--- src/rtl/apb4_pkg.sv ---
// apb4_pkg: shared FSM state encoding and APB protection bit positions.
package apb4_pkg;
   typedef enum logic [1:0] {IDLE, SETUP, ACCESS} apb_state_e;
   localparam int PROT_PRIV  = 0;
   localparam int PROT_NSEC  = 1;
   localparam int PROT_INSTR = 2;
endpackage

--- src/rtl/apb4_slv_decode.sv ---
// apb4_slv_decode: address-to-slave one-hot select and per-slave response mux.
module apb4_slv_decode #(
   parameter int APB_AW  = 32,
   parameter int APB_DW  = 32,
   parameter int NUM_SLV = 4
) (
   input  logic [APB_AW-1:0]         addr,
   input  logic [NUM_SLV*APB_DW-1:0] prdata,
   input  logic [NUM_SLV-1:0]        pready,
   input  logic [NUM_SLV-1:0]        pslverr,
   output logic [NUM_SLV-1:0]        sel,
   output logic                      rdy,
   output logic                      err,
   output logic [APB_DW-1:0]         rdata
);
   localparam int IW = NUM_SLV > 1 ? $clog2(NUM_SLV) : 1;
   logic [IW-1:0] idx;
   logic          unused_addr;
   assign unused_addr = ^addr;
   generate
      if (NUM_SLV > 1) begin : g_idx
         assign idx = addr[APB_AW-1 -: IW];
      end else begin : g_one
         assign idx = '0;
      end
   endgenerate
   // Only the addressed slave's signals reach the requester.
   always_comb begin
      sel   = '0;
      rdy   = 1'b0;
      err   = 1'b0;
      rdata = '0;
      for (int i = 0; i < NUM_SLV; i++) begin
         if (idx == IW'(i)) begin
            sel[i] = 1'b1;
            rdy    = pready[i];
            err    = pslverr[i];
            rdata  = prdata[i*APB_DW +: APB_DW];
         end
      end
   end
endmodule

--- src/rtl/apb4_requester.sv ---
// apb4_requester: single-outstanding APB4 requester with per-slave decode
// and an optional ACCESS-phase wait timeout.
module apb4_requester
   import apb4_pkg::*;
#(
   parameter int APB_AW  = 32,
   parameter int APB_DW  = 32,
   parameter int NUM_SLV = 4,
   parameter int TIMEOUT = 16
) (
   input  logic                      clk,
   input  logic                      reset_n,
   input  logic                      req_valid,
   output logic                      req_ready,
   input  logic [APB_AW-1:0]         req_addr,
   input  logic                      req_write,
   input  logic [APB_DW-1:0]         req_wdata,
   input  logic [APB_DW/8-1:0]       req_strb,
   input  logic [2:0]                req_prot,
   output logic                      rsp_valid,
   output logic [APB_DW-1:0]         rsp_rdata,
   output logic                      rsp_err,
   output logic                      rsp_timeout,
   output logic [APB_AW-1:0]         paddr,
   output logic [NUM_SLV-1:0]        psel,
   output logic                      penable,
   output logic                      pwrite,
   output logic [APB_DW-1:0]         pwdata,
   output logic [APB_DW/8-1:0]       pstrb,
   output logic [2:0]                pprot,
   input  logic [NUM_SLV*APB_DW-1:0] prdata,
   input  logic [NUM_SLV-1:0]        pready,
   input  logic [NUM_SLV-1:0]        pslverr
);
   localparam int SW = APB_DW/8;
   localparam int CW = TIMEOUT > 1 ? $clog2(TIMEOUT+1) : 1;
   apb_state_e          state_q, state_d;
   logic [CW-1:0]       cnt_q, cnt_d;
   logic [APB_AW-1:0]   paddr_q, paddr_d;
   logic                pwrite_q, pwrite_d;
   logic [APB_DW-1:0]   pwdata_q, pwdata_d;
   logic [SW-1:0]       pstrb_q, pstrb_d;
   logic [2:0]          pprot_q, pprot_d;
   logic                rsp_valid_q, rsp_valid_d;
   logic [APB_DW-1:0]   rsp_rdata_q, rsp_rdata_d;
   logic                rsp_err_q, rsp_err_d;
   logic                rsp_timeout_q, rsp_timeout_d;
   logic [NUM_SLV-1:0]  sel;
   logic                rdy, err, accept, in_access, hit;
   logic [APB_DW-1:0]   rdata;

   apb4_slv_decode #(.APB_AW(APB_AW), .APB_DW(APB_DW), .NUM_SLV(NUM_SLV)) u_dec (
      .addr(paddr_q), .prdata(prdata), .pready(pready), .pslverr(pslverr),
      .sel(sel), .rdy(rdy), .err(err), .rdata(rdata)
   );

   assign accept    = (state_q == IDLE) && req_valid;
   assign in_access = state_q == ACCESS;
   // A late pready on the final allowed cycle completes normally.
   assign hit       = (TIMEOUT > 0) && in_access && !rdy && (cnt_q == CW'(TIMEOUT-1));

   always_ff @(posedge clk or negedge reset_n) begin
      if (!reset_n) begin
         state_q       <= IDLE;
         cnt_q         <= '0;
         paddr_q       <= '0;
         pwrite_q      <= 1'b0;
         pwdata_q      <= '0;
         pstrb_q       <= '0;
         pprot_q       <= '0;
         rsp_valid_q   <= 1'b0;
         rsp_rdata_q   <= '0;
         rsp_err_q     <= 1'b0;
         rsp_timeout_q <= 1'b0;
      end else begin
         state_q       <= state_d;
         cnt_q         <= cnt_d;
         paddr_q       <= paddr_d;
         pwrite_q      <= pwrite_d;
         pwdata_q      <= pwdata_d;
         pstrb_q       <= pstrb_d;
         pprot_q       <= pprot_d;
         rsp_valid_q   <= rsp_valid_d;
         rsp_rdata_q   <= rsp_rdata_d;
         rsp_err_q     <= rsp_err_d;
         rsp_timeout_q <= rsp_timeout_d;
      end
   end

   always_comb begin
      state_d = state_q == IDLE  ? (req_valid ? SETUP : IDLE) :
                state_q == SETUP ? ACCESS :
                (rdy || hit)     ? IDLE : ACCESS;
   end

   always_comb begin
      paddr_d       = accept ? req_addr : paddr_q;
      pwrite_d      = accept ? req_write : pwrite_q;
      pwdata_d      = accept ? req_wdata : pwdata_q;
      pstrb_d       = accept ? (req_write ? req_strb : '0) : pstrb_q;
      pprot_d       = accept ? req_prot : pprot_q;
      cnt_d         = (in_access && !rdy && !hit) ? cnt_q + CW'(1) : '0;
      rsp_valid_d   = in_access && (rdy || hit);
      rsp_rdata_d   = (in_access && rdy && !pwrite_q) ? rdata : '0;
      rsp_err_d     = in_access && (rdy ? err : hit);
      rsp_timeout_d = hit;
   end

   always_comb begin
      req_ready = state_q == IDLE;
      psel      = (state_q != IDLE) ? sel : '0;
      penable   = in_access;
   end

   assign paddr       = paddr_q;
   assign pwrite      = pwrite_q;
   assign pwdata      = pwdata_q;
   assign pstrb       = pstrb_q;
   assign pprot       = pprot_q;
   assign rsp_valid   = rsp_valid_q;
   assign rsp_rdata   = rsp_rdata_q;
   assign rsp_err     = rsp_err_q;
   assign rsp_timeout = rsp_timeout_q;
endmodule
--- config.mk ---
export PLATFORM = sky130hd
export DESIGN_NAME = apb4_requester
export DESIGN_NICKNAME = d
export VERILOG_FILES = /design/src/rtl/apb4_pkg.sv /design/src/rtl/apb4_slv_decode.sv /design/src/rtl/apb4_requester.sv
export SDC_FILE = /design/constraint.sdc
export NUM_CORES = 1
export LEC_CHECK = 0
export BUFFER_PORTS_ARGS = -buffer_cell sky130_fd_sc_hd__buf_2
export CAP_MARGIN = 10
export CORE_AREA = 3 3 126 128
export DETAILED_ROUTE_END_ITERATION = 8
export DIE_AREA = 0 0 129 131
export GPL_TIMING_DRIVEN = 0
export PLACE_DENSITY = 0.65
export SLEW_MARGIN = 20
export SYNTH_ARGS = -nofsm -noshare
export SYNTH_HDL_FRONTEND = slang
export SYNTH_SLANG_ARGS = --single-unit
--- constraint.sdc ---
create_clock -name clk -period 2.55 [get_ports clk]
set_input_delay 0.1275 -clock clk [delete_from_list [all_inputs] [get_ports clk]]
set_output_delay 0.1275 -clock clk [all_outputs]
set_load 0.01 [all_outputs]
# After elaboration in Yosys (flattened, before gate mapping)
# Index checks and enable logic that the tools add are counted.
# classes
add_sub_neg	1
n_eq_ne	6
mux	25
n_reduce_logical	15
# op_table
operator	count
32-bit two-way mux	5
1-bit two-way mux	14
1-bit logical AND	8
4-bit two-way mux	2
2-bit == test, second input constant	3
2-bit two-way mux	3
5-bit by 1-bit adder with 5-bit output, second input constant	1
5-bit by 4-bit == test with 1-bit output, second input constant	1
5-bit two-way mux	1
2-bit by 1-bit == test with 1-bit output, second input constant	2
2-bit zero test	2
1-bit zero test	3
2-bit nonzero test	1
1-bit logical OR	1
# totals
regBits	114
inputBits	211
word_cells	58

# Depth between registers and ports, before layout
# Gate-level depths: netlist of the first run.
# depth
ltp_word	12
mapped_depth	6
depth_no_buf	6

# Cells and area by module
# From an unflattened synthesis of the first run, not the netlist that was laid out.
# hier_totals
cells_unflattened	316
area_unflattened_um2	5076.1
# by_module_without_submodules
mod	n_inst	cells_each	area_each_um2	seq_area_each_um2
apb4_requester	1	270	4212.8	2852.7
apb4_slv_decode	1	46	863.3	0.0

# Worst setup path before layout of the first run
# OpenSTA, ideal clock, no wires.
# synth_timing
kind	register to register
startpoint	reg paddr_q[30], in the netlist paddr[30]
endpoint	reg rsp_rdata_q[10], in the netlist rsp_rdata[10]
setup_time_ns	0.122
arrival_ns	1.610
path_slack_ns	0.819
stages_incl_launch_ff	5
path_buffers	2
synth_period_minus_slack_ns	1.731
cell_sequence	dfrtp_1 buf_4 buf_2 mux4_2 nor2b_1
# synth_between
elab_chain_cells	8
# synth_rtl
item	line_no	rtl
start, declared	apb4_requester.sv:39	logic [APB_AW-1:0] paddr_q, paddr_d;
start signal, assigned	apb4_requester.sv:78	paddr_q <= paddr_d;
2-bit zero test	apb4_slv_decode.sv:34	if (idx == IW'(i)) begin
1-bit two-way mux (4 in a row)	apb4_slv_decode.sv:34	
1-bit logical AND (2 in a row)	apb4_requester.sv:104	rsp_rdata_d = (in_access && rdy && !pwrite_q) ? rdata : '0;
32-bit two-way mux (*)	apb4_requester.sv:104	
named net rsp_rdata_d[10]	apb4_requester.sv:45	logic [APB_DW-1:0] rsp_rdata_q, rsp_rdata_d;
end signal, assigned	apb4_requester.sv:84	rsp_rdata_q <= rsp_rdata_d;
end, declared	apb4_requester.sv:45	
# The timed path passes the listed nets; every way through them passes the cells marked *.
# A chain may end at the register's enable or synchronous reset.

# Worst setup path in the final report of the first run
# layout_timing
startpoint	reg paddr_q[31], in the netlist paddr[31]
endpoint	out psel[2]
# layout_between
elab_chain_cells	3
# layout_rtl
item	line_no	rtl
2-bit == test	apb4_slv_decode.sv:34	
1-bit two-way mux	apb4_slv_decode.sv:34	
4-bit two-way mux	apb4_requester.sv:111	psel = (state_q != IDLE) ? sel : '0;
end, declared	apb4_requester.sv:25	output logic [NUM_SLV-1:0] psel,
# Every way passes these cells.

==> results of run 1 <==
cell usage in the layout, fill, tap and decap left out:
master / netlist / routed
or3_1: 1 / 1
mux4_2: 34 / 34
nor2b_1: 32 / 32
nand2_1: 8 / 8
o21ai_1: 4 / 4
ha_1: 2 / 2
a21oi_1: 2 / 2
dfrtp_1: 114 / 114
buf_6: 0 / 1
inv_2: 1 / 1
nor2_1: 9 / 9
nand3_1: 1 / 1
nor3b_1: 2 / 2
and3b_1: 1 / 1
xnor2_1: 1 / 1
nor3_1: 2 / 2
clkbuf_8: 0 / 6
or3b_1: 2 / 2
mux2_1: 68 / 68
clkbuf_16: 0 / 17
mux2i_1: 1 / 1
bufinv_16: 0 / 2
buf_16: 0 / 1
buf_1: 1 / 1
xor2_1: 1 / 1
buf_2: 13 / 335
clkbuf_1: 5 / 9
nand2b_1: 1 / 1
and3_1: 1 / 1
inv_1: 4 / 4
dlygate4sd3_1: 0 / 75
clkinv_2: 0 / 2
buf_4: 1 / 1
flip-flops by register name, summed over array words and instances (netlist names):
signal,cells
paddr,32
rsp_timeout,1
pprot,3
pwdata,32
pstrb,4
rsp_err,1
pwrite,1
state_q,2
rsp_valid,1
cnt_q,5
rsp_rdata,32
where the power goes:
part	leakage, nW	switching [W]	internal, W	total (W)
clock network	0.293	0.000739	0.00158	0.00232
registers	1.43	0.000344	0.00254	0.00288
logic	2.38	0.00164	0.00178	0.00342
total	4.10	0.00272	0.00590	0.00863
final cells by class:
| cell class | count | area (sq um) | share of cell area (%) |
|---|---|---|---|
| sequential | 114 | 2853 | 35.01 |
| buffer | 20 | 95.09 | 1.167 |
| inverter | 5 | 18.77 | 0.2303 |
| multi-input combinational | 173 | 1953 | 23.97 |
| timing repair buffer | 399 | 2401 | 29.46 |
| tap | 188 | 235.2 | 2.887 |
| clock inverter | 4 | 70.07 | 0.8598 |
| clock buffer | 27 | 523.0 | 6.418 |
cell families after synthesis:
logic type                 count (synthesis)  share of synthesized area, %
AOI/OAI and AO/OA                          6                        0.6104
adders and majority gates                  2                        0.5086
and+or+nand+nor                           60                         6.892
DFF                                      114                         57.99
xor gates and xnor gates                   2                        0.3561
buffers and inverters                     25                         2.314
muxes                                    103                         31.33
routing by layer:
metal | track usage, % | routed length (um) | vias up
met5 | 0 | 0 | -
met4 | 6.671 | 301 | 0
met3 | 5.772 | 1148 | 25
met2 | 33.72 | 8475 | 216
met1 | 17.77 | 5232 | 2047
li1 | - | - | 1959
worst max path at each step:
| stage | startpoint | endpoint | slack [ns] |
|---|---|---|---|
| 3_5_place_dp | paddr[31]$_DFFE_PN0P_ | rsp_rdata[23]$_DFF_PN0_ | 0.49 |
| 2_1_floorplan | paddr[30]$_DFFE_PN0P_ | rsp_rdata[10]$_DFF_PN0_ | 0.82 |
| 6_report | paddr[31]$_DFFE_PN0P_ | psel[2] | 0.26 |
| 5_1_grt | paddr[31]$_DFFE_PN0P_ | psel[2] | 0.05 |
| 3_3_place_gp | reset_n | rsp_rdata[9]$_DFF_PN0_ | 0.10 |
| 4_1_cts | paddr[31]$_DFFE_PN0P_ | psel[2] | 0.19 |
critical path, cell delays in order, from the launching register on:
cell	delay [ns]
dfrtp_1	0.41
clkbuf_1	0.50
clkbuf_1	0.44
nor3b_1	0.24
buf_2	0.16
per-stage QoR:
step                      instances  util, %  hold slack [ns]  worst slack [ns]
after CTS                       930    54.41           0.1322            0.1880
after global routing            930    54.41           0.1465           0.04620
after floorplan                 312        -          -0.1681            0.8186
after global placement          823    45.21           0.3394            0.1023
final                           930    54.41           0.1475            0.2608
after detailed placement        824    45.44           0.1063            0.4863
==> impl_metrics.env, run 1 <==
export IMPL_fin_crit_ns=2.289
export IMPL_yosys_top_cells_area="dfrtp_1 58%, mux2_1 16%, mux4_2 16%"
export IMPL_skew_ns=0.008849
export IMPL_timing_final_crit_share_pct=89.77
export IMPL_syn_nets=525
export IMPL_place_area_sq_um=6805
export IMPL_synth_edf_count=0
export IMPL_start_kind="register"
export IMPL_clk_pin_slew_ns=0.05
export IMPL_async_flop_share_pct=100.0
export IMPL_fmax_mhz=436.8
export IMPL_rrSetupSlack_ns=0.54
export IMPL_io_buffers=323
export IMPL_h_tree_depth=4
export IMPL_powerDensity_nw_per_um2=1058
export IMPL_yosysTopAreaCell="dfrtp_1"
export IMPL_cts_root_buf="clkbuf_16"
export IMPL_ys_top_cells_by_count="114 x dfrtp_1, 68 x mux2_1, 34 x mux4_2, 32 x nor2b_1, 13 x buf_2"
export IMPL_cap_violations=0
export IMPL_final_nets=943
export IMPL_cts_buffers=17
export IMPL_ys_types=26
export IMPL_grt_overflow=0
export IMPL_arrival_ns=2.16
export IMPL_clock_sinks=114
export IMPL_die_y_um=131
export IMPL_yosysTopAreaCellShare_pct=57.99
export IMPL_worstSetupPathType="register to output pin"
export IMPL_min_from="prdata[121]"
export IMPL_place_hpwl_um=11780
export IMPL_wl_per_cell_um=16.30
export IMPL_peakVddDrop_v=0.0004407
export IMPL_num_vias=4247
export IMPL_ys_seq_elements=114
export IMPL_yosysWarnings=0
export IMPL_grt_pass1_vias=4424
export IMPL_hold_depth=3
export IMPL_die_x_um=129
export IMPL_area_delta_synth_final_pct=65.64
export IMPL_tightest_slew_ns=0.6138
export IMPL_status="finished clean"
export IMPL_cts_tree="built"
export IMPL_hold_path_class="input pin to register"
export IMPL_setup_viol=0
export IMPL_nFillCells=1259
export IMPL_avgSynthCellArea_sq_um=15.77
export IMPL_antenna_found_initial=0
export IMPL_io_pins=324
export IMPL_finalHoldViolCount=0
export IMPL_crit_path_end_kind="output pin"
export IMPL_timing_rr_end="rsp_rdata[23]$_DFF_PN0_"
export IMPL_num_rows=45
export IMPL_slew_headroom_pct=59.08
export IMPL_rsz0062_at_grt="no"
export IMPL_postRouteAntennaNets=0
export IMPL_cts_max_path_buffers=2
export IMPL_synth_area_sq_um=4920
export IMPL_final_max_slew_viol_count=0
export IMPL_drtIter0Drc=121
export IMPL_initial_core_util_pct=32.85
export IMPL_dr_pass1_iters=4
export IMPL_dieArea_sq_um=16900
export IMPL_p_leak_nw=4.097
export IMPL_drc_errors=0
export IMPL_core_sq_um=14980
export IMPL_antennaDiodeCount=0
export IMPL_gp_congestion=0.7979
export IMPL_p_total_w=0.008625
export IMPL_ys_flop_type="dfrtp_1"
export IMPL_synth_yosys_seq_area_share_pct=57.99
export IMPL_hold_end="rsp_rdata[25]$_DFF_PN0_"
export IMPL_grtUsageTotal_pct=17.66
export IMPL_grt_max_degree=64
export IMPL_synth_most_common_cell="dfrtp_1"
export IMPL_drt_total_wl_um=15160
export IMPL_critical_path_max_fanout=10
export IMPL_tns_ns=0
export IMPL_clock_latency_ns=0.41
export IMPL_crit_required_ns=2.42
export IMPL_drive_above_1_share_pct=53.91
export IMPL_r2r_cells=4
export IMPL_reg2reg_from="paddr[31]$_DFFE_PN0P_"
export IMPL_cts_setup_buffers=0
export IMPL_design_area_sq_um=8149
export IMPL_syn_inst=312
export IMPL_cts_hold_buf=75
export IMPL_grt_pass1_wl_um=22380
export IMPL_cts_resized=0
export IMPL_viasPerCell=4.567
Power figures use the tool's default switching activity.
==> run 2, diff against run 1 <==
CORE_AREA = 5 5 124 126   (was 3 3 126 128)
CTS_BUF_LIST = sky130_fd_sc_hd__clkbuf_16   (was not set)
PLACE_DENSITY = 0.69   (was 0.65)
==> run 2 against run 1 <==
- sequential cell count stayed put
- critical endpoint unchanged
- via count is 0.99% higher
- hold slack worse by 0.13 ns
- die area stayed put
- critical path type unchanged
- clock-buffer cell count is 10 lower
- sequential share of layout area is 0.32 points lower
- power is 4.7% higher
- largest cell class unchanged
- global-route usage is 2.1 points higher
==> impl_metrics.env, run 2 (synthesized netlist as in run 1, its figures left out) <==
export IMPL_status="finished clean"
export IMPL_drtIter0Drc=110
export IMPL_final_max_slew_viol_count=0
export IMPL_critPathCapture="psel[2]"
export IMPL_postRouteAntennaNets=0
export IMPL_die_y_um=131
export IMPL_initial_core_util_pct=34.64
export IMPL_viasPerCell=4.612
export IMPL_drc_errors=0
export IMPL_grt_max_degree=59
export IMPL_cp_cell_sequence="clkbuf_1, clkbuf_1, nor3b_1, buf_2"
export IMPL_drive_above_1_share_pct=53.91
export IMPL_dieArea_sq_um=16900
export IMPL_finalHoldViolCount=0
export IMPL_p_sw_share_pct=31.01
export IMPL_area_sequential_sq_um=2853
export IMPL_setup_viol=0
export IMPL_dr_pass1_iters=4
export IMPL_cts_resized=0
export IMPL_io_pins=324
export IMPL_powerDensity_nw_per_um2=1098
export IMPL_wl_per_cell_um=18.17
export IMPL_seqPwrFrac_pct=32.1
export IMPL_antenna_found_initial=4
export IMPL_layout_commonest_cell="buf_2"
export IMPL_fmax_mhz=422.4
export IMPL_start_kind="register"
export IMPL_cp_num_buf_inv=3
export IMPL_reg2reg_from="paddr[31]$_DFFE_PN0P_"
export IMPL_crit_required_ns=2.42
export IMPL_timing_rr_end="rsp_rdata[30]$_DFF_PN0_"
export IMPL_h_tree_depth=4
export IMPL_peakVddDrop_v=0.0005079
export IMPL_dpl_worst_slack_ns=0.3567
export IMPL_timing_final_crit_share_pct=92.84
export IMPL_hold_path_class="input pin to register"
export IMPL_cts_max_path_buffers=2
export IMPL_layout_common_cells="335 x buf_2, 114 x dfrtp_1, 74 x dlygate4sd3_1, 68 x mux2_1, 34 x mux4_2"
export IMPL_drt_total_wl_um=16900
export IMPL_grt_pass1_wl_um=25040
export IMPL_clock_sinks=114
export IMPL_cts_buffers=17
export IMPL_cpMaxStageDelayCell="clkbuf_1"
export IMPL_crit_path_end_kind="output pin"
export IMPL_gp_congestion=0.8521
export IMPL_cp_depth=4
export IMPL_cp_startpoint="paddr[31]$_DFFE_PN0P_"
export IMPL_rrSetupSlack_ns=0.36
export IMPL_num_vias=4289
export IMPL_cap_violations=0
export IMPL_slowest_delay_ns=0.51
export IMPL_num_rows=44
export IMPL_die_x_um=129
export IMPL_slew_headroom_pct=58.05
export IMPL_netSwitchingPower_w=0.002801
export IMPL_tns_ns=0
export IMPL_critical_path_max_fanout=10
export IMPL_intPower_w=0.006232
export IMPL_tightest_slew_ns=0.6293
export IMPL_io_buffers=323
export IMPL_clk_pin_slew_ns=0.06
export IMPL_worstSetupPathType="register to output pin"
export IMPL_rsz0062_at_grt="no"
export IMPL_grt_overflow=0
export IMPL_grtUsageTotal_pct=19.78
export IMPL_clock_latency_ns=0.39
export IMPL_r2r_cells=4
export IMPL_nFillCells=1137
export IMPL_multi_input_area_sq_um=1953
export IMPL_critical_path_top_delay_family="buffers and inverters"
export IMPL_hold_slack_ns=0.02075
export IMPL_clockPowerShare_pct=29.7
export IMPL_final_nets=942
export IMPL_pwr_share_comb_pct=38.1
export IMPL_setup_slack_ns=0.1826
export IMPL_skew_ns=0.008671
export IMPL_arrival_ns=2.24
export IMPL_cpMostUsedCell="clkbuf_1"
export IMPL_core_sq_um=14200
export IMPL_fin_crit_ns=2.367
export IMPL_p_leak_nw=4.139
export IMPL_area_delta_synth_final_pct=67.19
export IMPL_cts_root_buf="clkbuf_16"
export IMPL_cts_tree="built"
export IMPL_grt_pass1_vias=4779
export IMPL_place_hpwl_um=13360
[run 2: cell count changes in the layout (fill, tap and decap cells not counted), sizes merged]
cell | before | now
dlygate4sd3 | 75 | 74
diode | 0 | 4
clkbuf | 32 | 22
clkinvlp | 0 | 2
inv | 5 | 10
bufinv | 2 | 7
clkinv | 2 | 1
[run 2: cell type report]
cell class / count / area share [%]
antenna: 4 / 0.1217
buffer: 20 / 1.156
tap: 184 / 2.799
inverter: 5 / 0.2282
multi-input combinational: 173 / 23.75
clock buffer: 17 / 5.172
timing repair buffer: 398 / 29.07
sequential: 114 / 34.68
clock inverter: 15 / 3.027
[run 2: per-layer routing]
metal | GRT usage, % | wire [um] | vias up
li1 | - | - | 1964
met1 | 20.56 | 5901 | 2076
met2 | 36.04 | 8998 | 218
met3 | 6.463 | 1385 | 31
met4 | 9.389 | 616 | 0
met5 | 0 | 0 | -
[run 2: timing repair]
| action | in CTS | in global routing |
|---|---|---|
| setup buffers | 0 | 0 |
| hold buffers | 74 | 0 |
| hold endpoints to repair | 127 | 0 |
[run 2: stage by stage]
stage	util (%)	std cells	area, sq um	power [W]
6_report	57.91	930	8225	0.009033
5_1_grt	57.91	930	8225	0.009576
4_1_cts	57.84	926	8215	0.009152
3_5_place_dp	47.88	820	6800	0.006347
3_3_place_gp	47.64	819	6766	0.006224
2_1_floorplan	-	312	4920	0.004921
[run 2: worst min-delay path by stage]
stage	from	end	slack [ns]	cells past startpoint
final	req_write	pwrite$_DFFE_PN0P_	0.02	2
after global routing	req_write	pstrb[0]$_DFFE_PN0P_	0.02	3
after CTS	req_write	pstrb[0]$_DFFE_PN0P_	0.0003	3
after detailed placement	reset_n	paddr[25]$_DFFE_PN0P_	0.12	1
after global placement	req_addr[18]	paddr[18]$_DFFE_PN0P_	0.34	2
after floorplan	reset_n	cnt_q[0]$_DFF_PN0_	-0.17	0
[run 2: power groups by stage]
stage | registers, W | clock network [W] | logic (W)
finish | 0.00290 | 0.00268 | 0.00345
floorplan | 0.00325 | 0 | 0.00167
global route | 0.00299 | 0.00282 | 0.00377
detailed placement | 0.00293 | 0 | 0.00342
CTS | 0.00290 | 0.00275 | 0.00351
global placement | 0.00288 | 0 | 0.00334
